**src/rtl/irq_seq.sv**
```systemverilog
// irq_seq_pkg: shared datapath encodings (processor mode, register-select codes).
// irq_seq: vectored interrupt/exception entry sequencer.
//   After the control unit pulses start at an instruction boundary, the block
//   walks the datapath through push PC, push STATUS, load PC from a vector.
//   Ports:
//     clk, rst_n              clock, async active-low reset
//     en                      global enable; low freezes state and zeroes strobes
//     irq[NUM_IRQ]            request lines (per-channel edge or level capture)
//     mask_wr, mask_in        channel enable mask load
//     imask                   global interrupt enable (STATUS.imask)
//     start, swint, except    entry request and cause qualifiers
//     hw_pending, busy, done  status
//     pre_dec_sp, wr, oe_a_reg, oe_b_reg, sel_a_reg, sel_b_reg   stack pushes
//     ld_imask, imask_in, ld_mode, mode_in                       STATUS updates
//     vec_out, oe_vec, ld_pc                                     vector load
//     ack[NUM_IRQ], irq_id    acknowledge and id of last serviced hw channel
package irq_seq_pkg;
  typedef enum logic [1:0] {MODE_USER = 2'd0, MODE_SUPERVISOR = 2'd1} cpu_mode_e;
  localparam logic [3:0] REG_SP     = 4'hD;
  localparam logic [3:0] REG_STATUS = 4'hE;
  localparam logic [3:0] REG_PC     = 4'hF;
endpackage

module irq_seq
  import irq_seq_pkg::*;
#(
  parameter int          NUM_IRQ     = 8,
  parameter logic [31:0] EDGE_MASK   = 32'h0,
  parameter bit          RR_EN       = 1'b0,
  parameter logic [31:0] VEC_SW      = 32'h2,
  parameter logic [31:0] VEC_EXC     = 32'h3,
  parameter logic [31:0] VEC_HW_BASE = 32'h10
) (
  input  logic               clk,
  input  logic               rst_n,
  input  logic               en,
  input  logic [NUM_IRQ-1:0] irq,
  input  logic               mask_wr,
  input  logic [NUM_IRQ-1:0] mask_in,
  input  logic               imask,
  input  logic               start,
  input  logic               swint,
  input  logic               except,
  output logic               hw_pending,
  output logic               busy,
  output logic               done,
  output logic               pre_dec_sp,
  output logic               wr,
  output logic               oe_a_reg,
  output logic               oe_b_reg,
  output logic [3:0]         sel_a_reg,
  output logic [3:0]         sel_b_reg,
  output logic               ld_imask,
  output logic               imask_in,
  output logic               ld_mode,
  output cpu_mode_e          mode_in,
  output logic [31:0]        vec_out,
  output logic               oe_vec,
  output logic               ld_pc,
  output logic [NUM_IRQ-1:0] ack,
  output logic [4:0]         irq_id
);

  typedef enum logic [2:0] {IDLE, PUSH_PC, PUSH_ST, LOAD_VEC, DONE} state_e;
  typedef enum logic [1:0] {CAUSE_HW, CAUSE_SW, CAUSE_EXC} cause_e;

  state_e             state_q, state_d;
  cause_e             cause_q;
  logic [NUM_IRQ-1:0] mask_q, pend_q, irq_prev_q, cand;
  logic [4:0]         id_q, rr_ptr_q, win_id;
  logic               found;
  logic [31:0]        vec;

  assign cand       = pend_q & mask_q;
  assign hw_pending = imask & (|cand);
  assign busy       = (state_q != IDLE);

  // Winner search starts at rr_ptr in round-robin mode, at 0 otherwise;
  // the index wraps once so every channel is visited exactly once.
  always_comb begin : pick
    int idx;
    win_id = '0;
    found  = 1'b0;
    for (int k = 0; k < NUM_IRQ; k++) begin
      idx = k + (RR_EN ? int'(rr_ptr_q) : 0);
      if (idx >= NUM_IRQ) idx = idx - NUM_IRQ;
      if (!found && cand[idx]) begin
        found  = 1'b1;
        win_id = 5'(idx);
      end
    end
  end

  always_ff @(posedge clk or negedge rst_n) begin
    if (!rst_n)  state_q <= IDLE;
    else if (en) state_q <= state_d;
  end

  always_comb begin
    state_d = state_q;
    case (state_q)
      IDLE:     if (start && (except || swint || hw_pending)) state_d = PUSH_PC;
      PUSH_PC:  state_d = PUSH_ST;
      PUSH_ST:  state_d = LOAD_VEC;
      LOAD_VEC: state_d = DONE;
      DONE:     state_d = IDLE;
      default:  state_d = IDLE;
    endcase
  end

  always_ff @(posedge clk or negedge rst_n) begin
    if (!rst_n) begin
      mask_q     <= '0;
      pend_q     <= '0;
      irq_prev_q <= '0;
      cause_q    <= CAUSE_HW;
      id_q       <= '0;
      rr_ptr_q   <= '0;
      irq_id     <= '0;
    end else if (en) begin
      if (mask_wr) mask_q <= mask_in;
      irq_prev_q <= irq;
      // A fresh edge wins over a same-cycle ack so that request is not lost.
      for (int i = 0; i < NUM_IRQ; i++) begin
        if (EDGE_MASK[i]) pend_q[i] <= (irq[i] & ~irq_prev_q[i]) | (pend_q[i] & ~ack[i]);
        else              pend_q[i] <= irq[i];
      end
      if (state_q == IDLE && start) begin
        if (except)     cause_q <= CAUSE_EXC;
        else if (swint) cause_q <= CAUSE_SW;
        else if (hw_pending) begin
          cause_q <= CAUSE_HW;
          id_q    <= win_id;
        end
      end
      if (state_q == LOAD_VEC && cause_q == CAUSE_HW) begin
        irq_id <= id_q;
        if (RR_EN) rr_ptr_q <= (id_q == 5'(NUM_IRQ - 1)) ? 5'd0 : id_q + 5'd1;
      end
    end
  end

  always_comb begin
    case (cause_q)
      CAUSE_EXC: vec = VEC_EXC;
      CAUSE_SW:  vec = VEC_SW;
      default:   vec = VEC_HW_BASE + {27'b0, id_q};
    endcase
  end

  always_comb begin
    done       = 1'b0;
    pre_dec_sp = 1'b0;
    wr         = 1'b0;
    oe_a_reg   = 1'b0;
    oe_b_reg   = 1'b0;
    sel_a_reg  = '0;
    sel_b_reg  = '0;
    ld_imask   = 1'b0;
    imask_in   = 1'b0;
    ld_mode    = 1'b0;
    mode_in    = MODE_USER;
    vec_out    = '0;
    oe_vec     = 1'b0;
    ld_pc      = 1'b0;
    ack        = '0;
    if (en) begin
      if (state_q != IDLE) vec_out = vec;
      case (state_q)
        PUSH_PC: begin
          pre_dec_sp = 1'b1;
          wr         = 1'b1;
          oe_a_reg   = 1'b1;
          oe_b_reg   = 1'b1;
          sel_a_reg  = REG_PC;
          sel_b_reg  = REG_SP;
          ld_imask   = 1'b1;
          ld_mode    = 1'b1;
          mode_in    = MODE_SUPERVISOR;
        end
        PUSH_ST: begin
          pre_dec_sp = 1'b1;
          wr         = 1'b1;
          oe_a_reg   = 1'b1;
          oe_b_reg   = 1'b1;
          sel_a_reg  = REG_STATUS;
          sel_b_reg  = REG_SP;
        end
        LOAD_VEC: begin
          oe_vec = 1'b1;
          ld_pc  = 1'b1;
          if (cause_q == CAUSE_HW) ack = NUM_IRQ'(1) << id_q;
        end
        DONE:    done = 1'b1;
        default: ;
      endcase
    end
  end

endmodule

```
**config.mk**
```make
export PLATFORM = sky130hd
export DESIGN_NAME = irq_seq
export DESIGN_NICKNAME = d
export VERILOG_FILES = /design/src/rtl/irq_seq.sv
export SDC_FILE = /design/constraint.sdc
export NUM_CORES = 1
export LEC_CHECK = 0
export BUFFER_PORTS_ARGS = -buffer_cell sky130_fd_sc_hd__buf_2
export CORE_UTILIZATION = 47
export CTS_BUF_LIST = sky130_fd_sc_hd__clkbuf_4 sky130_fd_sc_hd__clkbuf_8
export CTS_CLUSTER_SIZE = 24
export DETAILED_ROUTE_END_ITERATION = 16
export PLACE_DENSITY_LB_ADDON = 0.3
export SLEW_MARGIN = 20
export SYNTH_ARGS = -nofsm -noshare
export SYNTH_HDL_FRONTEND = slang
export SYNTH_SLANG_ARGS = --single-unit
```
**constraint.sdc**
```tcl
create_clock -name clk -period 1.7 [get_ports clk]
set_input_delay 0.085 -clock clk [delete_from_list [all_inputs] [get_ports clk]]
set_output_delay 0.085 -clock clk [all_outputs]
set_load 0.01 [all_outputs]
```
==> results.py <==
metrics = {
    "status": {
        "outcome": "completed",
    },
    "setup_path": {
        "start_kind": "register",
        "reg2reg_from": "pend_q[3]",
        "arrival_ns": 1.57,
        "critical-path-max-stage-delay_ns": 0.41,
        "required_ns": 1.62,
        "worstRegToRegCells": 4,
        "path_class": "register to output port",
        "path_max_fanout": 4,
        "cp_slowest_cell": "dfrtp_1",
        "critPathTopFamily": "simple AND/OR/NAND/NOR gates",
        "worst-path-buf-inv": 1,
        "ff2ff_setup_slack_ns": 0.21,
        "worstSetupEndpointType": "output port",
        "r2r_end": "id_q[0]",
        "path_cells": "and4b_2 -> nand2_4 -> or2_4 -> nor3_2 -> buf_2",
    },
    "placed_design": {
        "dpl.cell_count": 262,
        "dp_hpwl_microns": 2390,
        "placed_cell_area_sq_um": 1890,
        "gp_congestion": 0.763,
        "io_buffers": 57,
        "post-place-ws_ns": 0.172,
    },
    "clock_network": {
        "numCtsBuffers": 3,
        "clock_sinks": 27,
        "clkLatencyLatePin_ns": 0.27,
        "cts_root_buffer": "clkbuf_8",
        "clk_pin_slew_worst_paths_ns": 0.10,
        "max-clock-path-buffers": 2,
        "cts_tree": "yes",
        "htree_num_levels": 1,
    },
    "logic_synthesis": {
        "yosysSeqAreaShare": 0.379,
        "syn-instance-count": 174,
        "synth_edf_count": 0,
        "ys_async_sr_fraction": 1.00,
        "synth_top_area_frac": 0.379,
        "synth.avg_cell_area_sq_um": 10.2,
        "synth-seq-cells": 27,
        "synth_area_leaders": "dfrtp_1, buf_4, mux2_2",
        "synth_area_leader_cell": "dfrtp_1",
        "yosysMostFrequentCell": "buf_4",
        "ys_types": 41,
        "synth_ff_type": "dfrtp_1",
        "synth_area_sq_um": 1780,
        "ys_warn_count": 0,
        "synth_common_cells": "buf_4, dfrtp_1, mux2_2",
    },
    "sta": {
        "final_hold_viol_count": 0,
        "rsz0062_at_grt": "yes",
        "finalCriticalPeriod_ns": 1.66,
        "skew_ns": 0.00684,
        "finalWorstSetupSlack_ns": 0.0402,
        "max_freq_mhz": 602,
        "setup_viol": 0,
        "maxSlewHeadroom": 0.598,
        "holdWs_ns": 0.0314,
        "report.final.slew_viol_count": 0,
        "timing.setup.tns_ns": 0,
        "worstMarginPinSlew_ns": 0.603,
        "post-route-period-util": 0.976,
    },
    "drt": {
        "dr.pass1.iters": 4,
        "routed_wirelength_microns": 3090,
        "drc_errors": 0,
        "drt-vias-per-instance": 4.56,
        "wl_per_cell_microns": 11.3,
        "drt_iter0_markers": 49,
        "antenna_left": 0,
        "vias": 1245,
    },
    "floorplanning": {
        "design.die.area_sq_um": 4040,
        "fp-row-count": 21,
        "die_w_microns": 63.6,
        "die_y_microns": 63.6,
        "coreArea_sq_um": 3470,
        "pin_count": 91,
        "initial_utilization": 0.513,
    },
    "flow_run": {
        "cap_violations": 0,
    },
    "finish": {
        "fin_util": 0.579,
        "antenna_cells": 0,
        "stdcell_count": 273,
        "final_layout_size_suffix_gt1_frac": 0.436,
        "nets": 254,
        "areaGrowthSynthToFinish_pct": 12.7,
        "postLayoutCellArea_sq_um": 2010,
    },
    "grt": {
        "grt_max_degree": 28,
        "grt_usage": 0.161,
        "grt-ovfl-total": 0,
        "antenna_found_initial": 0,
        "grt_pass1_wl_microns": 5120,
        "first_global_vias": 1102,
    },
    "pwr": {
        "p_sw_mw": 0.990,
        "p_comb_frac": 0.468,
        "power_frac_seq": 0.385,
        "powerDensity_nw_per_um2": 1250,
        "p_sw_frac": 0.395,
        "power.internal_mw": 1.52,
        "ir_drop_mv": 0.462,
        "p_leak_nw": 1.07,
        "p_clk_frac": 0.147,
        "power_mw": 2.51,
    },
    "hold_path": {
        "holdPathEnd": "mask_q[3]",
        "min-delay-start": "mask_in[3]",
        "hold_depth": 2,
        "hp-class": "input pin to register",
    },
}
[cell usage in the layout, fill, tap and decap left out, types with 2 or more instances in the layout]
master / instances
clkbuf_8: 3
and2_1: 3
dfrtp_1: 26
a22oi_2: 2
a32oi_1: 2
nor2_1: 12
ha_1: 2
a22o_1: 2
nand2_1: 14
nand3_1: 2
o21ai_1: 3
o22ai_1: 2
nor3_1: 3
inv_1: 7
conb_1: 33
buf_2: 57
mux2i_1: 2
a22oi_4: 2
mux2_2: 16
buf_4: 9
[worst max-delay path by stage]
stage / from / end / slack, ns / depth (start not counted)
after floorplan: state_q[2] / id_q[0] / 0.25 / 4
after global placement: state_q[1] / ack[0] / 0.22 / 5
after detailed placement: state_q[1] / ack[0] / 0.17 / 5
after CTS: state_q[2] / ack[0] / 0.01 / 5
after global routing: state_q[2] / ack[0] / -0.08 / 5
final: state_q[2] / ack[0] / 0.04 / 5
[per-layer routing]
layer  routed length [microns]  vias to the layer above  global-route usage
li1                          -                      617                   -
met1                      1420                      576               0.222
met2                      1470                       50               0.253
met3                       180                        2              0.0308
met4                        14                        0              0.0511
met5                         0                        -                   0
[cells by family after synthesis]
family,count (synthesis),synth area share
other,1,0.00211
DFF,27,0.379
buffers and inverters,57,0.224
AOI/OAI and AO/OA,21,0.117
adders and majority gates,2,0.0141
muxes,20,0.127
xor gates and xnor gates,1,0.00492
and+or+nand+nor,45,0.131
[registers in the layout, indices dropped and copies added, names as in the netlist]
register	cells
cause_q	2
state_q	3
id_q	3
irq_id	3
pend_q	8
mask_q	8
[what timing repair did]
item / in CTS / in global routing
buffers inserted: 4 / 2
endpoints found under the hold margin: 27 / 0
hold buffers: 1 / 0
setup endpoints to repair: 6 / 6
pin swaps: 0 / 2
gates cloned: 0 / 0
resized for setup: 3 / 1
[worst reg2reg max path, cell delays in order, from the launching register on]
cell and delay, ns:
dfrtp_1 0.44, a22oi_4 0.27, a41oi_4 0.18, and3_4 0.20
mux2_4 0.29
[cell type report]
type	count	area [sq um]
Fill cell	331	1460
Tap cell	46	57.6
Clock buffer	3	41.3
Clock inverter	1	7.51
Timing Repair Buffer	67	363
Multi-Input combinational cell	122	835
Sequential cell	27	677
Inverter	7	26.3
[power by group through the flow]
stage	clock [mW]	sequential [mW]	combinational, mW
final	0.370	0.964	1.17
after global routing	0.415	0.988	1.31
after CTS	0.384	0.964	1.16
after detailed placement	0	1.01	1.06
after global placement	0	0.999	1.06
after floorplan	0	0.936	1.00
Power figures use the tool's default switching activity.
